`src/rtl/avmem_pkg.sv`:
```
// Shared definitions for the Avalon wait-state memory slave.
//   state_t         : transfer FSM states (IDLE, WAIT, ACK)
//   MAX_WAIT_CYCLES : largest legal WAIT_CYCLES value
//   CNT_W           : wait counter width (covers MAX_WAIT_CYCLES plus random extra 0..3)
//   LFSR_SEED/TAPS  : 16-bit Fibonacci LFSR seed and tap mask (taps 16,14,13,11)
package avmem_pkg;

  typedef enum logic [1:0] {
    IDLE = 2'd0,
    WAIT = 2'd1,
    ACK  = 2'd2
  } state_t;

  localparam int MAX_WAIT_CYCLES = 15;
  localparam int CNT_W = $clog2(MAX_WAIT_CYCLES + 3 + 1);

  localparam logic [15:0] LFSR_SEED = 16'hACE1;
  // Bit k-1 set for tap k: taps 16,14,13,11 -> bits 15,13,12,10.
  localparam logic [15:0] LFSR_TAPS = 16'hB400;

endpackage

```
`src/rtl/avmem_lfsr.sv`:
```
// 16-bit Fibonacci LFSR supplying 0..3 extra wait cycles per transfer.
// Only instantiated when AVMEM_RANDOM_WAIT_EN is defined.
// Ports:
//   clk        : clock
//   reset_n    : synchronous active-low reset, reloads LFSR_SEED
//   advance    : step the sequence once (asserted during each ACK cycle)
//   wait_extra : low two bits of the current LFSR state
module avmem_lfsr
  import avmem_pkg::*;
(
  input  logic       clk,
  input  logic       reset_n,
  input  logic       advance,
  output logic [1:0] wait_extra
);

  logic [15:0] lfsr_reg;

  always_ff @(posedge clk) begin
    if (!reset_n) begin
      lfsr_reg <= LFSR_SEED;
    end else if (advance) begin
      lfsr_reg <= {lfsr_reg[14:0], ^(lfsr_reg & LFSR_TAPS)};
    end
  end

  assign wait_extra = lfsr_reg[1:0];

endmodule

```
`src/rtl/avalon_ws_mem.sv`:
```
// Avalon-MM slave memory with a fixed (or optionally randomised) number of
// waitrequest cycles per transfer, a side-band preload port and a sticky
// error flag.
// Build option: define AVMEM_RANDOM_WAIT_EN to add 0..3 LFSR-chosen wait
// cycles to every transfer (default build: exactly WAIT_CYCLES).
// Ports:
//   clk, reset_n          : clock, synchronous active-low reset
//   address/read/write    : Avalon request (byte address)
//   writedata/byteenable  : write data and byte lanes
//   waitrequest           : stall to master
//   readdata              : read data, non-zero only in the ACK cycle of a read
//   load_en/addr/data     : preload port, works in any state and during reset
//   err                   : sticky range / alignment / protocol error
module avalon_ws_mem
  import avmem_pkg::*;
#(
  parameter logic [31:0] BASE_ADDR   = 32'h0000_0000,
  parameter int          DEPTH_WORDS = 64,
  parameter int          WAIT_CYCLES = 2
) (
  input  logic        clk,
  input  logic        reset_n,
  input  logic [31:0] address,
  input  logic        read,
  input  logic        write,
  input  logic [31:0] writedata,
  input  logic [3:0]  byteenable,
  output logic        waitrequest,
  output logic [31:0] readdata,
  input  logic        load_en,
  input  logic [7:0]  load_addr,
  input  logic [31:0] load_data,
  output logic        err
);

  localparam int IDX_W = (DEPTH_WORDS > 1) ? $clog2(DEPTH_WORDS) : 1;

  logic [31:0] mem [DEPTH_WORDS];

  state_t           state_reg, state_next;
  logic [CNT_W-1:0] cnt_reg, cnt_next;
  logic [CNT_W-1:0] n_cycles;
  logic [IDX_W-1:0] idx_reg;
  logic             in_range_reg;
  logic             is_read_reg;
  logic [31:0]      wdata_reg;
  logic [3:0]       be_reg;
  logic             err_reg;
  logic [31:0]      readdata_reg;

  logic             req;
  logic [31:0]      offset;
  logic             addr_in_range;
  logic [IDX_W-1:0] addr_idx;
  logic             in_idle;
  logic [IDX_W-1:0] xfer_idx;
  logic             xfer_rd;
  logic             xfer_in_range;
  logic             load_in_range;
  logic [IDX_W-1:0] load_idx;
  logic             unused_load_lsbs;

  assign req           = read | write;
  // Addresses below BASE_ADDR wrap to a huge offset and fail the range test.
  assign offset        = address - BASE_ADDR;
  assign addr_in_range = offset < 32'(4 * DEPTH_WORDS);
  assign addr_idx      = offset[IDX_W+1:2];

  // With N = 1 the transfer goes IDLE -> ACK directly, so the read for the
  // ACK cycle must come from the live bus rather than the latched copy.
  assign in_idle       = (state_reg == IDLE);
  assign xfer_idx      = in_idle ? addr_idx      : idx_reg;
  assign xfer_rd       = in_idle ? read          : is_read_reg;
  assign xfer_in_range = in_idle ? addr_in_range : in_range_reg;

  assign load_in_range    = {26'd0, load_addr[7:2]} < 32'(DEPTH_WORDS);
  assign load_idx         = IDX_W'(load_addr[7:2]);
  assign unused_load_lsbs = ^load_addr[1:0];

`ifdef AVMEM_RANDOM_WAIT_EN
  logic [1:0] wait_extra;

  avmem_lfsr u_lfsr (
    .clk        (clk),
    .reset_n    (reset_n),
    .advance    (state_reg == ACK),
    .wait_extra (wait_extra)
  );

  assign n_cycles = CNT_W'(WAIT_CYCLES) + CNT_W'(wait_extra);
`else
  assign n_cycles = CNT_W'(WAIT_CYCLES);
`endif

  // cnt_reg holds the number of WAIT cycles still to go after the current
  // one; the IDLE request cycle already counts as the first stall cycle.
  always_comb begin
    state_next  = state_reg;
    cnt_next    = cnt_reg;
    waitrequest = 1'b0;
    case (state_reg)
      IDLE: begin
        if (req) begin
          waitrequest = 1'b1;
          if (n_cycles <= CNT_W'(1)) begin
            state_next = ACK;
          end else begin
            state_next = WAIT;
            cnt_next   = n_cycles - CNT_W'(2);
          end
        end
      end
      WAIT: begin
        waitrequest = 1'b1;
        if (!req) begin
          state_next = IDLE;
        end else if (cnt_reg == '0) begin
          state_next = ACK;
        end else begin
          cnt_next = cnt_reg - CNT_W'(1);
        end
      end
      ACK: begin
        state_next = IDLE;
      end
      default: begin
        state_next = IDLE;
      end
    endcase
    if (!reset_n) begin
      waitrequest = 1'b1;
    end
  end

  always_ff @(posedge clk) begin
    if (!reset_n) begin
      state_reg    <= IDLE;
      cnt_reg      <= '0;
      err_reg      <= 1'b0;
      readdata_reg <= '0;
    end else begin
      state_reg    <= state_next;
      cnt_reg      <= cnt_next;
      readdata_reg <= '0;
      if (in_idle && req) begin
        idx_reg      <= addr_idx;
        in_range_reg <= addr_in_range;
        is_read_reg  <= read;   // read wins when both are asserted
        wdata_reg    <= writedata;
        be_reg       <= byteenable;
        if (!addr_in_range || (address[1:0] != 2'b00) || (read && write)) begin
          err_reg <= 1'b1;
        end
      end
      if ((state_reg == WAIT) && !req) begin
        err_reg <= 1'b1;
      end
      if ((state_next == ACK) && xfer_rd && xfer_in_range) begin
        readdata_reg <= mem[xfer_idx];
      end
    end
  end

  // Memory contents are never reset. The bus write is issued after the
  // preload so that, on a same-word collision, its enabled lanes win.
  always_ff @(posedge clk) begin
    if (load_en && load_in_range) begin
      mem[load_idx] <= load_data;
    end
    if (reset_n && (state_reg == ACK) && !is_read_reg && in_range_reg) begin
      for (int i = 0; i < 4; i++) begin
        if (be_reg[i]) begin
          mem[idx_reg][8*i +: 8] <= wdata_reg[8*i +: 8];
        end
      end
    end
  end

  assign readdata = readdata_reg;
  assign err      = err_reg;

endmodule
```
`config.mk`:
```
export PLATFORM = sky130hd
export DESIGN_NAME = avalon_ws_mem
export DESIGN_NICKNAME = d
export VERILOG_FILES = /design/src/rtl/avmem_pkg.sv /design/src/rtl/avmem_lfsr.sv /design/src/rtl/avalon_ws_mem.sv
export SDC_FILE = /design/constraint.sdc
export NUM_CORES = 2
export LEC_CHECK = 0
export BUFFER_PORTS_ARGS = -buffer_cell sky130_fd_sc_hd__buf_2
export CAP_MARGIN = 25
export CORE_ASPECT_RATIO = 0.6
export CORE_MARGIN = 10
export CORE_UTILIZATION = 30
export CTS_BUF_LIST = sky130_fd_sc_hd__clkbuf_8 sky130_fd_sc_hd__clkbuf_16
export DETAILED_ROUTE_END_ITERATION = 7
export PLACE_DENSITY_LB_ADDON = 0.15
export REMOVE_ABC_BUFFERS = 1
export SYNTH_ARGS = -nofsm -noshare
export SYNTH_HDL_FRONTEND = slang
export SYNTH_HIERARCHICAL = 1
export SYNTH_SLANG_ARGS = --single-unit
```
`constraint.sdc`:
```
create_clock -name clk -period 3.45 [get_ports clk]
set_input_delay 0.69 -clock clk [delete_from_list [all_inputs] [get_ports clk]]
set_output_delay 0.69 -clock clk [all_outputs]
set_load 0.02 [all_outputs]
```
==> results.py <==
metrics = {
    "logic_synthesis": {
        "yosysSeqAreaShare_pct": 57.3,
        "async_reset_ff_share_pct": 0,
        "synthFlopType": "edfxtp_1",
        "syn_area_um2": 111000,
        "ys_seq_elements": 2132,
        "ys_types": 86,
        "synth_edf_count": 2092,
        "syn_inst": 7756,
        "ys_warn_count": 6,
        "avgSynthCellArea_um2": 14.3,
    },
    "final_layout": {
        "design_area_um2": 131000,
        "nets": 8425,
        "area_delta_synth_final_pct": 18.2,
        "final_common_cell": "edfxtp_1",
        "drive_gt1_share_pct": 47.7,
        "largest_register_ffs": 2048,
        "instances_no_fill": 13369,
        "postLayoutCoreUtil_pct": 35.7,
        "fillers": 35201,
        "layout_common_cells": "2092 x edfxtp_1, 2085 x mux2_2, 801 x nand2_1",
    },
    "worst_setup_path": {
        "reg2reg_depth": 12,
        "r2r-start": "state_reg[0]",
        "worstPathMaxFanout": 22,
        "worstPathArrival_ns": 4.28,
        "startpoint_type": "flop",
        "required_ns": 4.25,
        "endpoint_kind": "flop",
        "crit_type": "flop to flop",
        "r2r_slack_ns": -0.03,
        "r2r_end": "readdata[13]",
    },
    "global_route": {
        "overflow": 0,
        "antenna_found_initial": 40,
        "grt_pass1_wl_um": 628000,
        "grt_pass1_vias": 73404,
        "grt_max_degree": 65,
        "grt_use_total_pct": 22.3,
    },
    "sta": {
        "setup_viol": 1,
        "fin_crit_sh_pct": 101,
        "hold_viol": 0,
        "relSlewSlack_pct": 20.3,
        "finalCriticalPeriod_ns": 3.48,
        "finClkSkew_ns": 0.0582,
        "fin_setup_tns_ns": -0.0268,
        "worst_pin_slew_ns": 1.20,
        "timing.fmax_mhz": 288,
        "fin_ws_ns": -0.0268,
        "rsz0062_at_grt": "yes",
        "slew_violations": 0,
    },
    "floorplanning": {
        "ios": 147,
        "die_h_um": 491,
        "dieArea_um2": 396000,
        "rows": 172,
        "fp.coreArea_um2": 367000,
        "start_util_pct": 30.2,
        "chipWidth_um": 806,
    },
    "clock_tree": {
        "cts_buffers": 221,
        "insertion_delay_ns": 0.93,
        "cts_tree": "yes",
        "clk_pin_slew_ns": 0.07,
        "clock_sinks": 2132,
        "htreeDepth": 4,
        "clk_path_buf_depth": 4,
        "cts_root_buf": "clkbuf_16",
    },
    "pwr": {
        "power_leakage_nw": 43.7,
        "p_per_area_nw_per_um2": 541,
        "ir_drop_mv": 0.447,
    },
    "route": {
        "initialDrtViolationCount": 9642,
        "finalWirelength_um": 459000,
        "drcViolationCount": 0,
        "first_pass_iters": 6,
        "num_vias": 75480,
        "avgViaCountPerCell": 5.65,
        "ant_nets": 0,
        "routedWlPerCell_um": 34.3,
    },
    "placement": {
        "dpl-instance-area_um2": 124000,
        "numPortBuffers": 144,
        "dp_cells": 12914,
        "place.gp.congestion": 0.909,
        "dpl.hpwl_um": 324000,
    },
    "min_path": {
        "hold_depth": 1,
        "min_path_type": "input port to flop",
        "min-delay-start": "address[3]",
        "holdPathEnd": "idx_reg[1]",
    },
    "status": {
        "status": "finished, violations left",
        "violations": "setup timing",
    },
    "run": {
        "maxCapViolCount": 0,
    },
}
## final cells by class
class | instances | area, µm² | share of cell area, %
sequential | 2132 | 63600 | 48.5
multi-input combinational | 4808 | 44200 | 33.7
timing repair buffer | 1143 | 10400 | 7.96
tap | 4872 | 6100 | 4.64
clock buffer | 235 | 5750 | 4.38
clock inverter | 166 | 1080 | 0.824
antenna | 9 | 22.5 | 0.0172
inverter | 4 | 15.0 | 0.0114
## worst max-delay path by stage
stage / slack (ns) / endpoint / from
2_1_floorplan: -9.57 / readdata[28] / state_reg[0]
3_3_place_gp: -0.63 / readdata[11] / address[3]
3_5_place_dp: -0.66 / readdata[11] / address[3]
4_1_cts: 0.005 / readdata[8] / state_reg[1]
5_1_grt: -0.07 / readdata[2] / state_reg[0]
6_report: -0.03 / readdata[13] / state_reg[0]
## cell families after synthesis
logic type / Yosys count / synth area share, %
compound gates: 844 / 5.34
xor+xnor: 3 / 0.0237
fa+ha+maj: 2 / 0.0225
buf+inv: 816 / 3.31
flops: 2132 / 57.3
mux: 2464 / 27.6
simple gates: 1495 / 6.43
## worst max-delay path, stage by stage, from the launching register on
cell,delay [ns]
dfxtp_4,0.40
buf_12,0.17
or3b_4,0.46
nand2_8,0.24
buf_12,0.24
mux2i_1,0.22
buf_4,0.16
a32oi_1,0.08
a31oi_1,0.56
buf_4,0.23
a221oi_1,0.08
buf_4,0.19
a221o_1,0.26
## cells in the mapped netlist, drive strengths merged (65+ instances only)
library cell	instances	area, µm²
a21oi	68	340
buf	274	1640
o21ai	266	1350
nand2	808	3040
a211oi	65	510
and3	86	538
mux2	2087	23500
nor2	306	1920
mux4	267	6040
mux2i	110	1100
clkbuf	538	2020
edfxtp	2092	62800
nand3	198	991
## metrics by stage
step                hold slack, ns  power (W)  setup WS [ns]
floorplan                    0.485     0.0385          -9.57
CTS                        0.00765     0.0708        0.00520
global route                0.0500     0.0730        -0.0736
global placement             0.453     0.0468         -0.632
finish                      0.0714     0.0710        -0.0268
detailed placement           0.467     0.0469         -0.664
## per-layer routing
metal	vias up	routed length (µm)	track usage (%)	share of wire, %
li1	31239	-	-	-
met1	39935	216000	34.2	47
met2	3708	184000	30.5	40
met3	592	46700	6.20	10
met4	6	11700	4.94	2.5
met5	-	119	0.193	0.026
## power by group
part           internal, W  switching [W]
sequential          0.0286       0.000258
combinational      0.00684         0.0113
clock               0.0129         0.0111
total               0.0483         0.0227
## timing repair
item,4_1_cts,5_1_grt
cloned,0,2
pin swaps,0,4
setup endpoints to repair,18,19
endpoints found under the hold margin,38,0
gates resized for setup,11,32
setup buffers,0,4
hold buffers,38,0
Power figures use the tool's default switching activity.
